<file path="src/rtl/coplogic_pkg.sv">
// Shared constants and types for the multi-coprocessor interface logic:
// opcode/rs encodings, the per-stage write tag and the S-stage decode record.
package coplogic_pkg;

  localparam int REG_AW = 5;

  localparam logic [3:0] OP_COP = 4'b0100;
  localparam logic [3:0] OP_LWC = 4'b1100;
  localparam logic [3:0] OP_SWC = 4'b1110;

  localparam logic [4:0] RS_MF = 5'b00000;
  localparam logic [4:0] RS_CF = 5'b00010;
  localparam logic [4:0] RS_MT = 5'b00100;
  localparam logic [4:0] RS_CT = 5'b00110;

  typedef struct packed {
    logic              valid;
    logic [1:0]        cop;
    logic              con;
    logic [REG_AW-1:0] addr;
  } wtag_t;

  // A COPz instruction is either a read or a write, so one class bit covers both.
  typedef struct packed {
    logic              rd;
    logic              wr;
    logic              con;
    logic              memop;
    logic              driver;
    logic              unusable;
    logic [1:0]        cop;
    logic [REG_AW-1:0] addr;
  } dec_t;

  function automatic logic tag_hit(wtag_t t, logic [1:0] cop, logic con,
                                   logic [REG_AW-1:0] addr);
    return t.valid && (t.cop == cop) && (t.con == con) && (t.addr == addr);
  endfunction

  function automatic wtag_t kill_tag(wtag_t t, logic kill);
    wtag_t r;
    r       = t;
    r.valid = t.valid && !kill;
    return r;
  endfunction

endpackage

</file>
<file path="src/rtl/coplogic_mc_if.sv">
// Core-side and coprocessor-side signal bundle of coplogic_mc.
// master = the interface block, slave = the core/coprocessor environment.
interface coplogic_mc_if #(
  parameter int NCOP = 2,
  parameter int DW   = 32,
  parameter int AW   = 5
);
  logic [31:0]      INSTSF;
  logic             INSTM32_S_R_N;
  logic             RHOLD;
  logic             DLOAD;
  logic             EXCEPTION;
  logic [NCOP-1:0]  CBUSY;
  logic [NCOP-1:0]  CONDINN;
  logic [NCOP-1:0]  CPCONDN_R;
  logic             CSTALL;
  logic             CPUNUSABLE_S;
  logic [AW-1:0]    CRDADDR;
  logic [NCOP-1:0]  CRDGEN;
  logic [NCOP-1:0]  CRDCON;
  logic [NCOP*DW-1:0] CRDDATA;
  logic [AW-1:0]    CWRADDR_R;
  logic [NCOP-1:0]  CWRGEN_R;
  logic [NCOP-1:0]  CWRCON_R;
  logic [DW-1:0]    CWRDATA_R;
  logic             CMEMOPM_R;
  logic             CDRIVERM_R;
  logic [DW-1:0]    CIDBUSINM;
  logic [DW-1:0]    CRDDATAM_R;

  modport master (
    input  INSTSF, INSTM32_S_R_N, RHOLD, DLOAD, EXCEPTION, CBUSY, CONDINN,
           CRDDATA, CIDBUSINM,
    output CPCONDN_R, CSTALL, CPUNUSABLE_S, CRDADDR, CRDGEN, CRDCON,
           CWRADDR_R, CWRGEN_R, CWRCON_R, CWRDATA_R, CMEMOPM_R, CDRIVERM_R,
           CRDDATAM_R
  );

  modport slave (
    output INSTSF, INSTM32_S_R_N, RHOLD, DLOAD, EXCEPTION, CBUSY, CONDINN,
           CRDDATA, CIDBUSINM,
    input  CPCONDN_R, CSTALL, CPUNUSABLE_S, CRDADDR, CRDGEN, CRDCON,
           CWRADDR_R, CWRGEN_R, CWRCON_R, CWRDATA_R, CMEMOPM_R, CDRIVERM_R,
           CRDDATAM_R
  );
endinterface

</file>
<file path="src/rtl/coplogic_mc_decode.sv">
// Combinational S-stage decode of COPz/LWCz/SWCz into read/write intents,
// coprocessor index, register address and the unusable-coprocessor flag.
module coplogic_mc_decode
  import coplogic_pkg::*;
#(
  parameter int NCOP = 2
) (
  input  logic [31:0] inst,
  input  logic        inst_vld,
  output dec_t        dec
);

  logic is_cop;
  logic is_lwc;
  logic is_swc;
  logic legal;
  logic unused_bits;

  assign unused_bits = ^inst[10:0];

  always_comb begin
    dec    = '0;
    is_cop = inst_vld && (inst[31:28] == OP_COP);
    is_lwc = inst_vld && (inst[31:28] == OP_LWC);
    is_swc = inst_vld && (inst[31:28] == OP_SWC);
    legal  = int'(inst[27:26]) < NCOP;

    dec.unusable = (is_cop || is_lwc || is_swc) && !legal;

    if (legal && (is_cop || is_lwc || is_swc)) begin
      dec.cop = inst[27:26];
      if (is_cop) begin
        dec.addr = inst[15:11];
        case (inst[25:21])
          RS_MF: dec.rd = 1'b1;
          RS_CF: begin
            dec.rd  = 1'b1;
            dec.con = 1'b1;
          end
          RS_MT: dec.wr = 1'b1;
          RS_CT: begin
            dec.wr  = 1'b1;
            dec.con = 1'b1;
          end
          default: ;
        endcase
      end else if (is_lwc) begin
        dec.addr  = inst[20:16];
        dec.memop = 1'b1;
        dec.wr    = 1'b1;
      end else begin
        dec.addr   = inst[20:16];
        dec.memop  = 1'b1;
        dec.rd     = 1'b1;
        dec.driver = 1'b1;
      end
    end
  end

endmodule

</file>
<file path="src/rtl/coplogic_mc.sv">
// Multi-coprocessor interface logic: decode, E/M/W write tracking, M-stage
// forwarding, and interlock on distance-1 RAW hazards and coprocessor busy.
module coplogic_mc
  import coplogic_pkg::*;
#(
  parameter int NCOP = 2,
  parameter int DW   = 32,
  parameter int AW   = 5
) (
  input  logic          SYSCLK,
  input  logic          RESET_D1_R,
  coplogic_mc_if.master bus
);

  dec_t            dec;
  wtag_t           tag_new;
  wtag_t           tag_p0;
  wtag_t           tag_p1;
  wtag_t           tag_p2;
  logic            fwd_p0;
  logic [1:0]      cop_p0;
  logic            memop_p0;
  logic            memop_p1;
  logic            driver_p0;
  logic            driver_p1;
  logic [DW-1:0]   rd_data_p1;
  logic [DW-1:0]   wr_data;
  logic [NCOP-1:0] cond_r;
  logic [DW-1:0]   rd_sel;
  logic            hit_e;
  logic            hit_m;
  logic            busy_hit;
  logic            stall;
  logic            rd_go;
  logic [NCOP-1:0] rd_gen;
  logic [NCOP-1:0] rd_con;
  logic [AW-1:0]   rd_addr;
  logic [NCOP-1:0] wr_gen;
  logic [NCOP-1:0] wr_con;

  coplogic_mc_decode #(.NCOP(NCOP)) u_decode (
    .inst     (bus.INSTSF),
    .inst_vld (!bus.INSTM32_S_R_N),
    .dec      (dec)
  );

  // S stage: hazard detection and read strobes
  always_comb begin
    hit_e    = dec.rd && tag_hit(tag_p0, dec.cop, dec.con, dec.addr);
    hit_m    = dec.rd && tag_hit(tag_p1, dec.cop, dec.con, dec.addr);
    busy_hit = 1'b0;
    for (int i = 0; i < NCOP; i++) begin
      if ((dec.rd || dec.wr) && (dec.cop == 2'(i)) && bus.CBUSY[i]) busy_hit = 1'b1;
    end
    // An E-stage hit outranks an M-stage hit; the retry then forwards from M.
    stall   = hit_e || busy_hit;
    rd_go   = dec.rd && !stall && !hit_m;
    rd_gen  = '0;
    rd_con  = '0;
    rd_addr = '0;
    for (int i = 0; i < NCOP; i++) begin
      if (rd_go && (dec.cop == 2'(i))) begin
        rd_gen[i] = !dec.con;
        rd_con[i] = dec.con;
      end
    end
    if (rd_go) rd_addr = AW'(dec.addr);

    tag_new = '0;
    if (!stall) begin
      tag_new.valid = dec.wr;
      tag_new.cop   = dec.cop;
      tag_new.con   = dec.con;
      tag_new.addr  = dec.addr;
    end
  end

  always_comb begin
    rd_sel = '0;
    for (int i = 0; i < NCOP; i++) begin
      if (cop_p0 == 2'(i)) rd_sel = bus.CRDDATA[i*DW +: DW];
    end
    wr_gen = '0;
    wr_con = '0;
    for (int i = 0; i < NCOP; i++) begin
      if (tag_p2.valid && (tag_p2.cop == 2'(i))) begin
        wr_gen[i] = !tag_p2.con;
        wr_con[i] = tag_p2.con;
      end
    end
  end

  // S->E, E->M, M->W pipeline; a hold freezes every stage
  always_ff @(posedge SYSCLK) begin
    if (RESET_D1_R) begin
      tag_p0     <= '0;
      tag_p1     <= '0;
      tag_p2     <= '0;
      fwd_p0     <= 1'b0;
      cop_p0     <= '0;
      memop_p0   <= 1'b0;
      memop_p1   <= 1'b0;
      driver_p0  <= 1'b0;
      driver_p1  <= 1'b0;
      rd_data_p1 <= '0;
    end else if (!bus.RHOLD) begin
      tag_p0     <= kill_tag(tag_new, bus.EXCEPTION);
      tag_p1     <= kill_tag(tag_p0, bus.EXCEPTION);
      tag_p2     <= kill_tag(tag_p1, bus.EXCEPTION);
      fwd_p0     <= hit_m && !stall && !bus.EXCEPTION;
      cop_p0     <= stall ? 2'b00 : dec.cop;
      memop_p0   <= dec.memop && !stall;
      driver_p0  <= dec.driver && !stall;
      memop_p1   <= memop_p0;
      driver_p1  <= driver_p0;
      rd_data_p1 <= fwd_p0 ? wr_data : rd_sel;
    end
  end

  // Condition inputs and load/write-back data ignore the pipeline hold
  always_ff @(posedge SYSCLK) begin
    if (RESET_D1_R) begin
      cond_r  <= '0;
      wr_data <= '0;
    end else begin
      cond_r <= bus.CONDINN;
      if (bus.DLOAD || !bus.RHOLD) wr_data <= bus.CIDBUSINM;
    end
  end

  assign bus.CSTALL       = stall;
  assign bus.CPUNUSABLE_S = dec.unusable;
  assign bus.CRDGEN       = rd_gen;
  assign bus.CRDCON       = rd_con;
  assign bus.CRDADDR      = rd_addr;
  assign bus.CWRGEN_R     = wr_gen;
  assign bus.CWRCON_R     = wr_con;
  assign bus.CWRADDR_R    = AW'(tag_p2.addr);
  assign bus.CWRDATA_R    = wr_data;
  assign bus.CMEMOPM_R    = memop_p1;
  assign bus.CDRIVERM_R   = driver_p1;
  assign bus.CRDDATAM_R   = rd_data_p1;
  assign bus.CPCONDN_R    = cond_r;

endmodule

</file>
<file path="src/flat_wrapper.sv">
// flat-port wrapper written by rule: the top's interface ports become plain ports
module coplogic_mc_flat import coplogic_pkg::*;
#(
  parameter int NCOP = 2,
  parameter int DW   = 32,
  parameter int AW   = 5
)
  (SYSCLK, RESET_D1_R, bus_INSTSF, bus_INSTM32_S_R_N, bus_RHOLD, bus_DLOAD, bus_EXCEPTION, bus_CBUSY, bus_CONDINN, bus_CRDDATA, bus_CIDBUSINM, bus_CPCONDN_R, bus_CSTALL, bus_CPUNUSABLE_S, bus_CRDADDR, bus_CRDGEN, bus_CRDCON, bus_CWRADDR_R, bus_CWRGEN_R, bus_CWRCON_R, bus_CWRDATA_R, bus_CMEMOPM_R, bus_CDRIVERM_R, bus_CRDDATAM_R);
  coplogic_mc_if #(.NCOP(NCOP), .DW(DW), .AW(AW)) bus_i ();
  input  logic SYSCLK;
  input  logic RESET_D1_R;
  input wire logic [$bits(bus_i.INSTSF)-1:0] bus_INSTSF;
  input wire logic [$bits(bus_i.INSTM32_S_R_N)-1:0] bus_INSTM32_S_R_N;
  input wire logic [$bits(bus_i.RHOLD)-1:0] bus_RHOLD;
  input wire logic [$bits(bus_i.DLOAD)-1:0] bus_DLOAD;
  input wire logic [$bits(bus_i.EXCEPTION)-1:0] bus_EXCEPTION;
  input wire logic [$bits(bus_i.CBUSY)-1:0] bus_CBUSY;
  input wire logic [$bits(bus_i.CONDINN)-1:0] bus_CONDINN;
  input wire logic [$bits(bus_i.CRDDATA)-1:0] bus_CRDDATA;
  input wire logic [$bits(bus_i.CIDBUSINM)-1:0] bus_CIDBUSINM;
  output wire logic [$bits(bus_i.CPCONDN_R)-1:0] bus_CPCONDN_R;
  output wire logic [$bits(bus_i.CSTALL)-1:0] bus_CSTALL;
  output wire logic [$bits(bus_i.CPUNUSABLE_S)-1:0] bus_CPUNUSABLE_S;
  output wire logic [$bits(bus_i.CRDADDR)-1:0] bus_CRDADDR;
  output wire logic [$bits(bus_i.CRDGEN)-1:0] bus_CRDGEN;
  output wire logic [$bits(bus_i.CRDCON)-1:0] bus_CRDCON;
  output wire logic [$bits(bus_i.CWRADDR_R)-1:0] bus_CWRADDR_R;
  output wire logic [$bits(bus_i.CWRGEN_R)-1:0] bus_CWRGEN_R;
  output wire logic [$bits(bus_i.CWRCON_R)-1:0] bus_CWRCON_R;
  output wire logic [$bits(bus_i.CWRDATA_R)-1:0] bus_CWRDATA_R;
  output wire logic [$bits(bus_i.CMEMOPM_R)-1:0] bus_CMEMOPM_R;
  output wire logic [$bits(bus_i.CDRIVERM_R)-1:0] bus_CDRIVERM_R;
  output wire logic [$bits(bus_i.CRDDATAM_R)-1:0] bus_CRDDATAM_R;
  assign bus_i.INSTSF = bus_INSTSF;
  assign bus_i.INSTM32_S_R_N = bus_INSTM32_S_R_N;
  assign bus_i.RHOLD = bus_RHOLD;
  assign bus_i.DLOAD = bus_DLOAD;
  assign bus_i.EXCEPTION = bus_EXCEPTION;
  assign bus_i.CBUSY = bus_CBUSY;
  assign bus_i.CONDINN = bus_CONDINN;
  assign bus_i.CRDDATA = bus_CRDDATA;
  assign bus_i.CIDBUSINM = bus_CIDBUSINM;
  assign bus_CPCONDN_R = bus_i.CPCONDN_R;
  assign bus_CSTALL = bus_i.CSTALL;
  assign bus_CPUNUSABLE_S = bus_i.CPUNUSABLE_S;
  assign bus_CRDADDR = bus_i.CRDADDR;
  assign bus_CRDGEN = bus_i.CRDGEN;
  assign bus_CRDCON = bus_i.CRDCON;
  assign bus_CWRADDR_R = bus_i.CWRADDR_R;
  assign bus_CWRGEN_R = bus_i.CWRGEN_R;
  assign bus_CWRCON_R = bus_i.CWRCON_R;
  assign bus_CWRDATA_R = bus_i.CWRDATA_R;
  assign bus_CMEMOPM_R = bus_i.CMEMOPM_R;
  assign bus_CDRIVERM_R = bus_i.CDRIVERM_R;
  assign bus_CRDDATAM_R = bus_i.CRDDATAM_R;
  coplogic_mc #(.NCOP(NCOP), .DW(DW), .AW(AW)) u_core (.SYSCLK(SYSCLK), .RESET_D1_R(RESET_D1_R), .bus(bus_i));
endmodule
</file>
<file path="config.mk">
export PLATFORM = sky130hd
export DESIGN_NAME = coplogic_mc_flat
export DESIGN_NICKNAME = d
export VERILOG_FILES = /design/src/rtl/coplogic_pkg.sv /design/src/rtl/coplogic_mc_if.sv /design/src/rtl/coplogic_mc_decode.sv /design/src/rtl/coplogic_mc.sv /design/src/flat_wrapper.sv
export SDC_FILE = /design/constraint.sdc
export NUM_CORES = 1
export LEC_CHECK = 0
export CAP_MARGIN = 10
export CORE_MARGIN = 2
export CORE_UTILIZATION = 45
export CTS_CLUSTER_SIZE = 8
export DETAILED_ROUTE_END_ITERATION = 6
export PLACE_DENSITY = 0.87
export SETUP_SLACK_MARGIN = 0.3
export SLEW_MARGIN = 30
export SYNTH_ARGS = -nofsm -noshare
export SYNTH_HDL_FRONTEND = slang
export SYNTH_SLANG_ARGS = --single-unit
</file>
<file path="constraint.sdc">
create_clock -name SYSCLK -period 8.9 [get_ports SYSCLK]
set_clock_uncertainty 0.1 [all_clocks]
set_input_delay 1.78 -clock SYSCLK [delete_from_list [all_inputs] [get_ports SYSCLK]]
set_output_delay 1.78 -clock SYSCLK [all_outputs]
set_load 0.02 [all_outputs]
</file>
# Word level (Yosys, flattened, before mapping)

Index checks and enable logic that the tools add are counted.

Reductions and logical operators: 50
Multiplexer cells: 27
Magnitude comparators: 1
Equal/unequal tests: 15

Operators with widths:

| cell                 | count |
|---|---|
| $mux W32             | 3 |
| $logic_and A1 B1 Y1  | 30 |
| $mux W1              | 16 |
| $mux W5              | 3 |
| $eq A5 B3 Y1 const B | 2 |
| $eq A5 B5 Y1         | 2 |
| $mux W9              | 1 |
| $eq A4 B4 Y1 const B | 2 |
| $logic_not A1 Y1     | 8 |
| $mux W7              | 1 |
| $eq A2 B1 Y1 const B | 3 |
| $logic_not A2 Y1     | 3 |
| $mux W2              | 3 |
| $reduce_or A2 Y1     | 3 |
| $eq A5 B2 Y1 const B | 1 |
| $logic_not A5 Y1     | 1 |
| $logic_or A1 B1 Y1   | 5 |
| $eq A2 B2 Y1         | 2 |
| $eq A4 B3 Y1 const B | 1 |
| $eq A1 B1 Y1         | 2 |
| $lt A2 B2 Y1 const B | 1 |

Register bits: 100
Logic and storage cells: 114
Output and inout port bits: 88
Bits of input ports: 138

# Logic depth before layout (Yosys ltp)

Gate-level depths: netlist of the first run.

Depth after elaboration: 17
Mapped depth: 9
Gate-level depth less buffers: 6

# Modules after synthesis

Synthesis of the first run repeated with hierarchy kept, for this count alone.

Cell total of the unflattened synthesis: 600
Area total of the unflattened synthesis: 4748.3 sq um

Modules (own cells, without submodules):

| module             | area an instance (sq um) | times used | seq. area each (sq um) | cells an instance |
|---|---|---|---|---|
| coplogic_mc        | 4564.4                   | 1          | 1961.9                 | 568 |
| coplogic_mc_decode | 183.9                    | 1          | 0.0                    | 32 |

# Worst setup path after synthesis of the first run

No wires, ideal clock.

Path kind: input to output
Start: input port bus_INSTSF[29]
End: output port bus_CRDGEN[0]
Arrival time: 3.989 ns
Stages: 7
Path buffers: 1
Path slack: 3.031 ns
Required time: 7.020 ns
Cell sequence: buf_6 > or3b_1 > and3b_1 > o2111a_1 > nor3_1 > o41ai_4 > nor4b_1

Word-level cells in the longest chain between the ends: 17
Elaborated cells on any way between the ends: 47
Classes of those cells: 10 x eq/ne; 10 x mux; 27 x reduce/logical

Ends and longest elaborated chain:

| element                                                    | line                                               | source |
|---|---|---|
| from (decl)                                                | flat_wrapper.sv:12                                 | `input wire logic [$bits(bus_i.INSTSF)-1:0] bus_INSTSF;` |
| $eq A4 B3 Y1 or $eq A4 B4 Y1 (tied branches)               | coplogic_mc_decode.sv:23, coplogic_mc_decode.sv:24 |  |
| $logic_and A1 B1 Y1, on equally long branches              | coplogic_mc_decode.sv:23, coplogic_mc_decode.sv:24 |  |
| $logic_or A1 B1 Y1 (2 in a row)                            | coplogic_mc_decode.sv:30                           | `if (legal && (is_cop \|\| is_lwc \|\| is_swc)) begin` |
| $logic_and A1 B1 Y1                                        | coplogic_mc_decode.sv:30                           |  |
| $mux W7 or $mux W5 (tied branches)                         | coplogic_mc_decode.sv:30                           |  |
| $logic_not A2 Y1, or another cell as far along             | coplogic_mc.sv:53, coplogic_mc.sv:62               |  |
| $logic_and A1 B1 Y1, on equally long branches (2 in a row) | coplogic_mc.sv:53, coplogic_pkg.sv:37              |  |
| $mux W1 or $logic_and A1 B1 Y1 (tied branches)             | coplogic_mc.sv:53, coplogic_pkg.sv:37              |  |
| $mux W1 or $logic_and A1 B1 Y1 (tied branches)             | coplogic_mc.sv:53, coplogic_mc.sv:49               |  |
| $logic_or A1 B1 Y1                                         | coplogic_mc.sv:56                                  | `stall = hit_e \|\| busy_hit;` |
| $logic_not A1 Y1                                           | coplogic_mc.sv:57                                  | `rd_go = dec.rd && !stall && !hit_m;` |
| $logic_and A1 B1 Y1 (2 in a row)                           | coplogic_mc.sv:57                                  |  |
| $logic_and A1 B1 Y1                                        | coplogic_mc.sv:62                                  | `if (rd_go && (dec.cop == 2'(i))) begin` |
| $mux W1 (*)                                                | coplogic_mc.sv:62                                  |  |
| to (decl)                                                  | flat_wrapper.sv:25                                 | `output wire logic [$bits(bus_i.CRDGEN)-1:0] bus_CRDGEN;` |

Mark *: on every way between the ends. The rest lies on a longest branch, timed or not.

# Final worst setup path of the first run

Start: input port bus_INSTSF[31]
End: output port bus_CRDGEN[0]

The elaborated chain is that of the path after synthesis.

==> summary.md, run 1 <==
| Metric | Value |
|---|---|
| Final instance area | `around 7200 um2` |
| Area after DPL | `6999 um2` |
| Drt initial violations | `approximately 300` |
| Largest net degree at the start of global routing | `a little over 100` |
| Worst rel slew slack | `a little over two fifths` |
| Top_reg_cell synth | `dfxtp_1` |
| P_sw | `between 0.2 and 0.3 mW` |
| Met3 wire len | `~1200 um` |
| Sequential element share of the synthesized area | `40.34%` |
| Switching Fraction | `27.68%` |
| Beginning of the worst register-to-register path | `u_core.cop_p0[0]` |
| Gate Count Post-Synth | `560` |
| Fmax | `about 140 MHz` |
| Root Driver | `clkbuf_8` |
| Initial antenna violation count | `0` |
| Die area | `11660 um2` |
| Setup CP Type | `primary input to output pin` |
| Die Wd | `approximately 110 um` |
| Crit-path leading delay family | `simple AND/OR/NAND/NOR gates` |
| DR WL met2 | `between 7000 and 8000 um` |
| Diodes inserted | `0` |
| Post-Route M1 WL | `6073 um` |
| Routed Antenna Nets | `0` |
| Unrepaired setup endpoints after global routing | `false` |
| Seq. cell area | `1962 um2` |
| Critical Path RT | `7.02 ns` |
| Wire length per cell | `~18 um` |
| Setup crit start | `bus_INSTSF[31]` |
| Initial Util | `a little under half` |
| Crit path to | `bus_CRDGEN[0]` |
| GPL Wtd Cong | `approximately 0.90` |
| VDD IR-drop max | `73.42 uV` |
| Clk Latency, worst-skew pair | `around 0.37 ns` |
| Crit path capture type | `output pin` |
| Layout cell share with drive strength beyond 1 | `about a tenth` |
| # setup viols final | `0` |
| Worst slew pin tran | `0.8640 ns` |
| Levels on crit path | `8` |
| Congestion Overflow GR | `0` |
| Critical path arrival | `5.35 ns` |
| Power share of the clock group | `a little under a third` |
| Area Growth Syn to Fin | `48.34%` |
| CTS clock-pin slew for the worst setup and hold paths | `0.09 ns` |
| Sequential power share | `a little under half` |
| Setup TNS | `0 ns` |
| EDFF count, synth | `0` |
| Via/cell ratio | `roughly 5.6` |
| Hold-fix buffers at CTS | `0` |
| Setup crit start kind | `primary input` |
| Period utilisation layout | `between 80 and 90%` |
| Worst path max stage delay | `around 0.8 ns` |
| Max-cap violations | `0` |
| Mapped Area | `just under 5000 um2` |
| Top routing layer in use | `met4` |
| Drt total wl | `between 15000 and 20000 um` |
| Flop2flop setup slack | `between 6 and 7 ns` |
| CP max-delay cell | `clkdlybuf4s50_1` |
| Reg2reg end | `u_core.fwd_p0` |
| Logic gate share of total power | `a little over a fifth` |
| # clock sinks | `between 90 and 100` |
| Outcome | `finished clean` |
| Core Box Area | `10420 um2` |
| Cell variety after synth | `52` |
| Final Max Slew Viols | `0` |
| Min cycle time layout | `slightly above 7 ns` |
| Syn_area_per_cell | `approximately 8.7 um2` |
| Row cnt | `37` |
| Longest Clk Path Bufs | `2` |
| CTS buffer count | `9` |
| Multi-input logic area | `~2700 um2` |
| Ports | `between 200 and 250` |
| CTS tree | `done` |
| Post-DP HPWL | `11240 um` |
| Worst-path cell chain | `clkdlybuf4s50_1 > or3b_1 > and3b_1 > o2111a_1 > nor3_1 > o41ai_4 > nor4b_1 > clkdlybuf4s50_1` |
| Synthesized net count | `698` |
| Vias | `around 5000` |
| H-tree depth | `3` |
| First-pass GRT wire length | `24300 um` |
| Port Buffers | `214` |
| Worst hold path class | `flip-flop to flip-flop` |
| First drt pass iteration count | `7` |
| Die H | `between 100 and 150 um` |
| R2r worst-path depth | `7` |
| Post-synth ARST share | `0%` |
| Most used cell, CP | `clkdlybuf4s50_1` |
| GRT Total Usage | `26.34%` |
| Final count of hold timing violations | `0` |
| # fillers | `between 700 and 800` |
| Peak fanout along the critical path | `26` |
| Leak | `between 2 and 3 nW` |
| Nets | `881` |
| Vias in the first global route | `between 5000 and 6000` |
| Post-CTS sizing | `0` |
| Power density cells | `136.5 nW/um2` |
| Post-CTS setup repair buffer count | `0` |
| DRC | `0` |
| Internal Pwr Total | `between 0.7 and 0.8 mW` |
| Yosys warnings | `0` |
| Synthesized flop and latch total | `slightly below 100` |
| CP bufs+invs | `2` |
synthesized netlist by cell type, types with 4 or more instances:
master / instances / area share, %
nor3_1: 8 / 0.82
nor3b_1: 7 / 1.1
buf_1: 5 / 0.39
a221o_1: 32 / 6.6
nand2_1: 88 / 6.8
nor2b_1: 4 / 0.51
mux2_2: 32 / 7.4
dfxtp_1: 98 / 40
o2111ai_1: 6 / 1.1
nor2_1: 66 / 5.1
clkbuf_1: 34 / 2.6
a21oi_1: 44 / 4.5
mux2i_1: 21 / 4.3
xnor2_1: 8 / 1.4
o21ai_0: 35 / 3.6
buf_4: 7 / 1.1
or3_1: 4 / 0.51
worst min-delay path, delay by kind of cell, from the launching register on:
| kind | cells | cell delay (ns) |
|---|---|---|
| and+or+nand+nor | 1 | 0.06 |
| AOI/OAI and AO/OA | 1 | 0.05 |
| DFF | 1 | 0.33 |
cells in the final DEF (no fill, tap or decap), types with 4 or more instances in the layout:
cell / count
a21oi_1: 44
a221o_1: 32
buf_4: 7
clkbuf_8: 10
clkdlybuf4s50_1: 212
dfxtp_1: 98
mux2_2: 32
mux2i_1: 21
nand2_1: 88
nor2_1: 64
nor2b_1: 4
nor3_1: 8
nor3b_1: 7
o2111ai_1: 6
o21ai_0: 35
or3_1: 4
xnor2_1: 8
state kept, by name (all words and copies together), names as in the netlist:
name / flops
u_core.bus.CDRIVERM_R: 1
u_core.bus.CMEMOPM_R: 1
u_core.bus.CPCONDN_R: 2
u_core.bus.CRDDATAM_R: 32
u_core.bus.CWRADDR_R: 5
u_core.bus.CWRDATA_R: 32
u_core.cop_p0: 2
u_core.driver_p0: 1
u_core.fwd_p0: 1
u_core.memop_p0: 1
u_core.tag_p0: 7
u_core.tag_p1: 9
u_core.tag_p2: 4
cells by family (layout without fill, tap and decap cells):
logic type | Yosys count | after routing | share of synthesized area (%)
flops | 98 | 98 | 40.34
compound gates | 144 | 144 | 21.74
buf+inv | 53 | 241 | 4.991
simple gates | 204 | 204 | 19.76
mux | 53 | 53 | 11.73
xor+xnor | 8 | 8 | 1.441
worst min-delay path by stage:
stage,start,endpoint,slack (ns),depth (start not counted)
6_report,u_core.bus.CWRDATA_R[11],u_core.bus.CWRDATA_R[11],0.38,2
5_1_grt,u_core.bus.CWRDATA_R[11],u_core.bus.CWRDATA_R[11],0.40,2
4_1_cts,u_core.bus.CWRDATA_R[11],u_core.bus.CWRDATA_R[11],0.38,2
3_5_place_dp,u_core.bus.CWRDATA_R[11],u_core.bus.CWRDATA_R[11],0.36,2
3_3_place_gp,u_core.bus.CWRDATA_R[18],u_core.bus.CWRDATA_R[18],0.35,2
2_1_floorplan,u_core.cop_p0[1],u_core.cop_p0[1],0.34,2
layout make-up:
| type | instances | share of cell area [%] |
|---|---|---|
| Multi-Input combinational cell | 409 | 36.92 |
| Timing Repair Buffer | 222 | 30.44 |
| Sequential cell | 98 | 27.19 |
| Tap cell | 136 | 2.359 |
| Clock buffer | 10 | 1.908 |
| Clock inverter | 6 | 1.023 |
| Inverter | 3 | 0.1561 |
stage by stage:
stage / util (%) / power, mW / worst slack, ns / std cells / hold slack, ns
6_report: 69.26 / 0.9850 / 1.671 / 884 / 0.3758
4_1_cts: 69.23 / 0.9881 / 1.762 / 884 / 0.3779
5_1_grt: 69.26 / 1.027 / 1.526 / 884 / 0.3961
2_1_floorplan: - / 0.5709 / 3.031 / 560 / 0.3392
3_5_place_dp: 67.20 / 0.6879 / 1.753 / 868 / 0.3620
3_3_place_gp: 67.20 / 0.6821 / 1.858 / 868 / 0.3534
layer usage:
layer | up-vias | global-route usage, %
li1 | 2380 | -
met1 | 2339 | 30.39
met2 | 219 | 46.05
met3 | 41 | 7.233
met4 | 0 | 10.71
met5 | - | 0
power by group through the flow:
stage	logic, mW	clock network, mW	registers, mW
global route	0.221	0.330	0.475
detailed placement	0.206	0	0.482
floorplan	0.0676	0	0.503
finish	0.208	0.305	0.472
CTS	0.208	0.309	0.472
global placement	0.202	0	0.481
Note: power is estimated with default switching activity, not from simulation.
==> run 2, diff against run 1 <==
- CORE_UTILIZATION: 45 -> 42
- PLACE_DENSITY: 0.87 -> 0.82
- clock period: 8.9 -> 6.9 ns (I/O delays scaled with it)
==> summary.md, run 2 (same netlist as run 1, synthesis figures left out) <==
| Metric | Value |
|---|---|
| Outcome | `finished clean` |
| Unrepaired setup endpoints after global routing | `false` |
| Worst hold path class | `flip-flop to flip-flop` |
| Drt total wl | `~16000 um` |
| Vias in the first global route | `about 5000` |
| CTS clock-pin slew for the worst setup and hold paths | `approximately 0.070 ns` |
| First drt pass iteration count | `5` |
| Routed Antenna Nets | `0` |
| Layout cell share with drive strength beyond 1 | `9.492%` |
| Nets | `881` |
| # setup viols final | `0` |
| Setup TNS | `0 ns` |
| Hold-fix buffers at CTS | `0` |
| Multi-input logic area | `roughly 2700 um2` |
| Power density cells | `approximately 190 nW/um2` |
| Largest net degree at the start of global routing | `between 100 and 150` |
| Die Wd | `around 110 um` |
| Commonest non-fill, non-tap cell in the layout | `clkdlybuf4s50_1` |
| Post-CTS setup repair buffer count | `0` |
| Clk Latency, worst-skew pair | `roughly 0.34 ns` |
| # clock sinks | `between 90 and 100` |
| Root Driver | `clkbuf_16` |
| Ports | `about 230` |
| Period utilisation layout | `a little under 90%` |
| Row cnt | `39` |
| Worst rel slew slack | `about 50%` |
| Longest Clk Path Bufs | `2` |
| Max-cap violations | `0` |
| Vias | `between 4000 and 5000` |
| Critical path arrival | `4.67 ns` |
| Initial antenna violation count | `0` |
| Congestion Overflow GR | `0` |
| Via/cell ratio | `around 5.6` |
| Seq. cell area | `between 1500 and 2000 um2` |
| VDD IR-drop max | `about 110 uV` |
| Critical Path RT | `approximately 5.4 ns` |
| Post-DP HPWL | `about 11000 um` |
| Peak fanout along the critical path | `14` |
| GRT Total Usage | `between 20% and 30%` |
| CTS tree | `done` |
| Final Max Slew Viols | `0` |
| Leak | `roughly 2.7 nW` |
| Die area | `around 12000 um2` |
| Drt initial violations | `around 300` |
| Core Box Area | `roughly 11000 um2` |
| DRC | `0` |
| Fmax | `~160 MHz` |
| Initial Util | `42.78%` |
| Crit path capture type | `output pin` |
| Diodes inserted | `0` |
| First-pass GRT wire length | `24430 um` |
| Setup CP Type | `primary input to output pin` |
| GPL Wtd Cong | `0.9225` |
| Most frequent cells in the layout | `clkdlybuf4s50_1 (212), dfxtp_1 (98), nand2_1 (88)` |
| Min cycle time layout | `6.154 ns` |
| Die H | `roughly 110 um` |
| Final count of hold timing violations | `0` |
| Wire length per cell | `~17 um` |
| Total power | `1.418 mW` |
| Area Growth Syn to Fin | `50.81%` |
| CTS buffer count | `9` |
| # fillers | `around 930` |
| Worst slew pin tran | `0.7498 ns` |
| Port Buffers | `about 210` |
| Post-CTS sizing | `0` |
| Setup crit start kind | `primary input` |
| H-tree depth | `3` |
-- run 2: changes by cell type in the layout (fill, tap and decap cells not counted), sizes merged --
cell      change
clkbuf        +2
inv           -1
clkinvlp      -2
bufinv        +1
-- run 2: critical path, cell delays in order --
cell and delay (ns):
clkdlybuf4s50_1 0.61, or4b_4 0.61, and4bb_1 0.47, xnor2_1 0.22, o2111ai_4 0.24, o21ai_4 0.44, clkdlybuf4s50_1 0.69
-- run 2: path summary, 6_finish.rpt --
kind,start,end,slack [ns],cells after the start
setup / recovery,bus_INSTSF[29],bus_CSTALL,0.75,7
hold / removal,u_core.bus.CWRDATA_R[4],u_core.bus.CWRDATA_R[4],0.37,2
setup reg to reg,u_core.cop_p0[0],u_core.driver_p0,4.38,7
hold reg to reg,u_core.bus.CWRDATA_R[4],u_core.bus.CWRDATA_R[4],0.37,2
-- run 2: report_power, final --
part	switching [mW]	leakage (nW)	internal, mW
registers	0.0174	0.806	0.592
logic	0.123	1.72	0.145
clock network	0.212	0.157	0.329
-- run 2: layer usage --
metal | vias to the layer above | track usage (%) | wire, um
li1 | 2380 | - | -
met1 | 2351 | 26.06 | 6016
met2 | 217 | 42.85 | 7737
met3 | 39 | 6.913 | 1195
met4 | 0 | 12.35 | 557
met5 | - | 0 | 0
-- run 2: final cells by class --
type / count / share of cell area [%]
clock buffers: 12 / 3.361
clock inverters: 4 / 1.006
inverters: 3 / 0.1535
multi-input cells: 409 / 36.32
flip-flops and latches: 98 / 26.75
well taps: 143 / 2.439
repair buffers: 222 / 29.97
-- run 2: stage by stage --
stage	utilization [%]	std cells	worst slack [ns]	hold WS (ns)	cell area (um2)
global placement	61.66	875	0.8793	0.3534	7010
floorplan	-	560	1.831	0.3392	4863
detailed placement	61.66	875	0.7871	0.3623	7010
global route	64.51	891	0.6140	0.3966	7335
finish	64.51	891	0.7463	0.3682	7335
CTS	64.48	891	0.7797	0.3711	7331
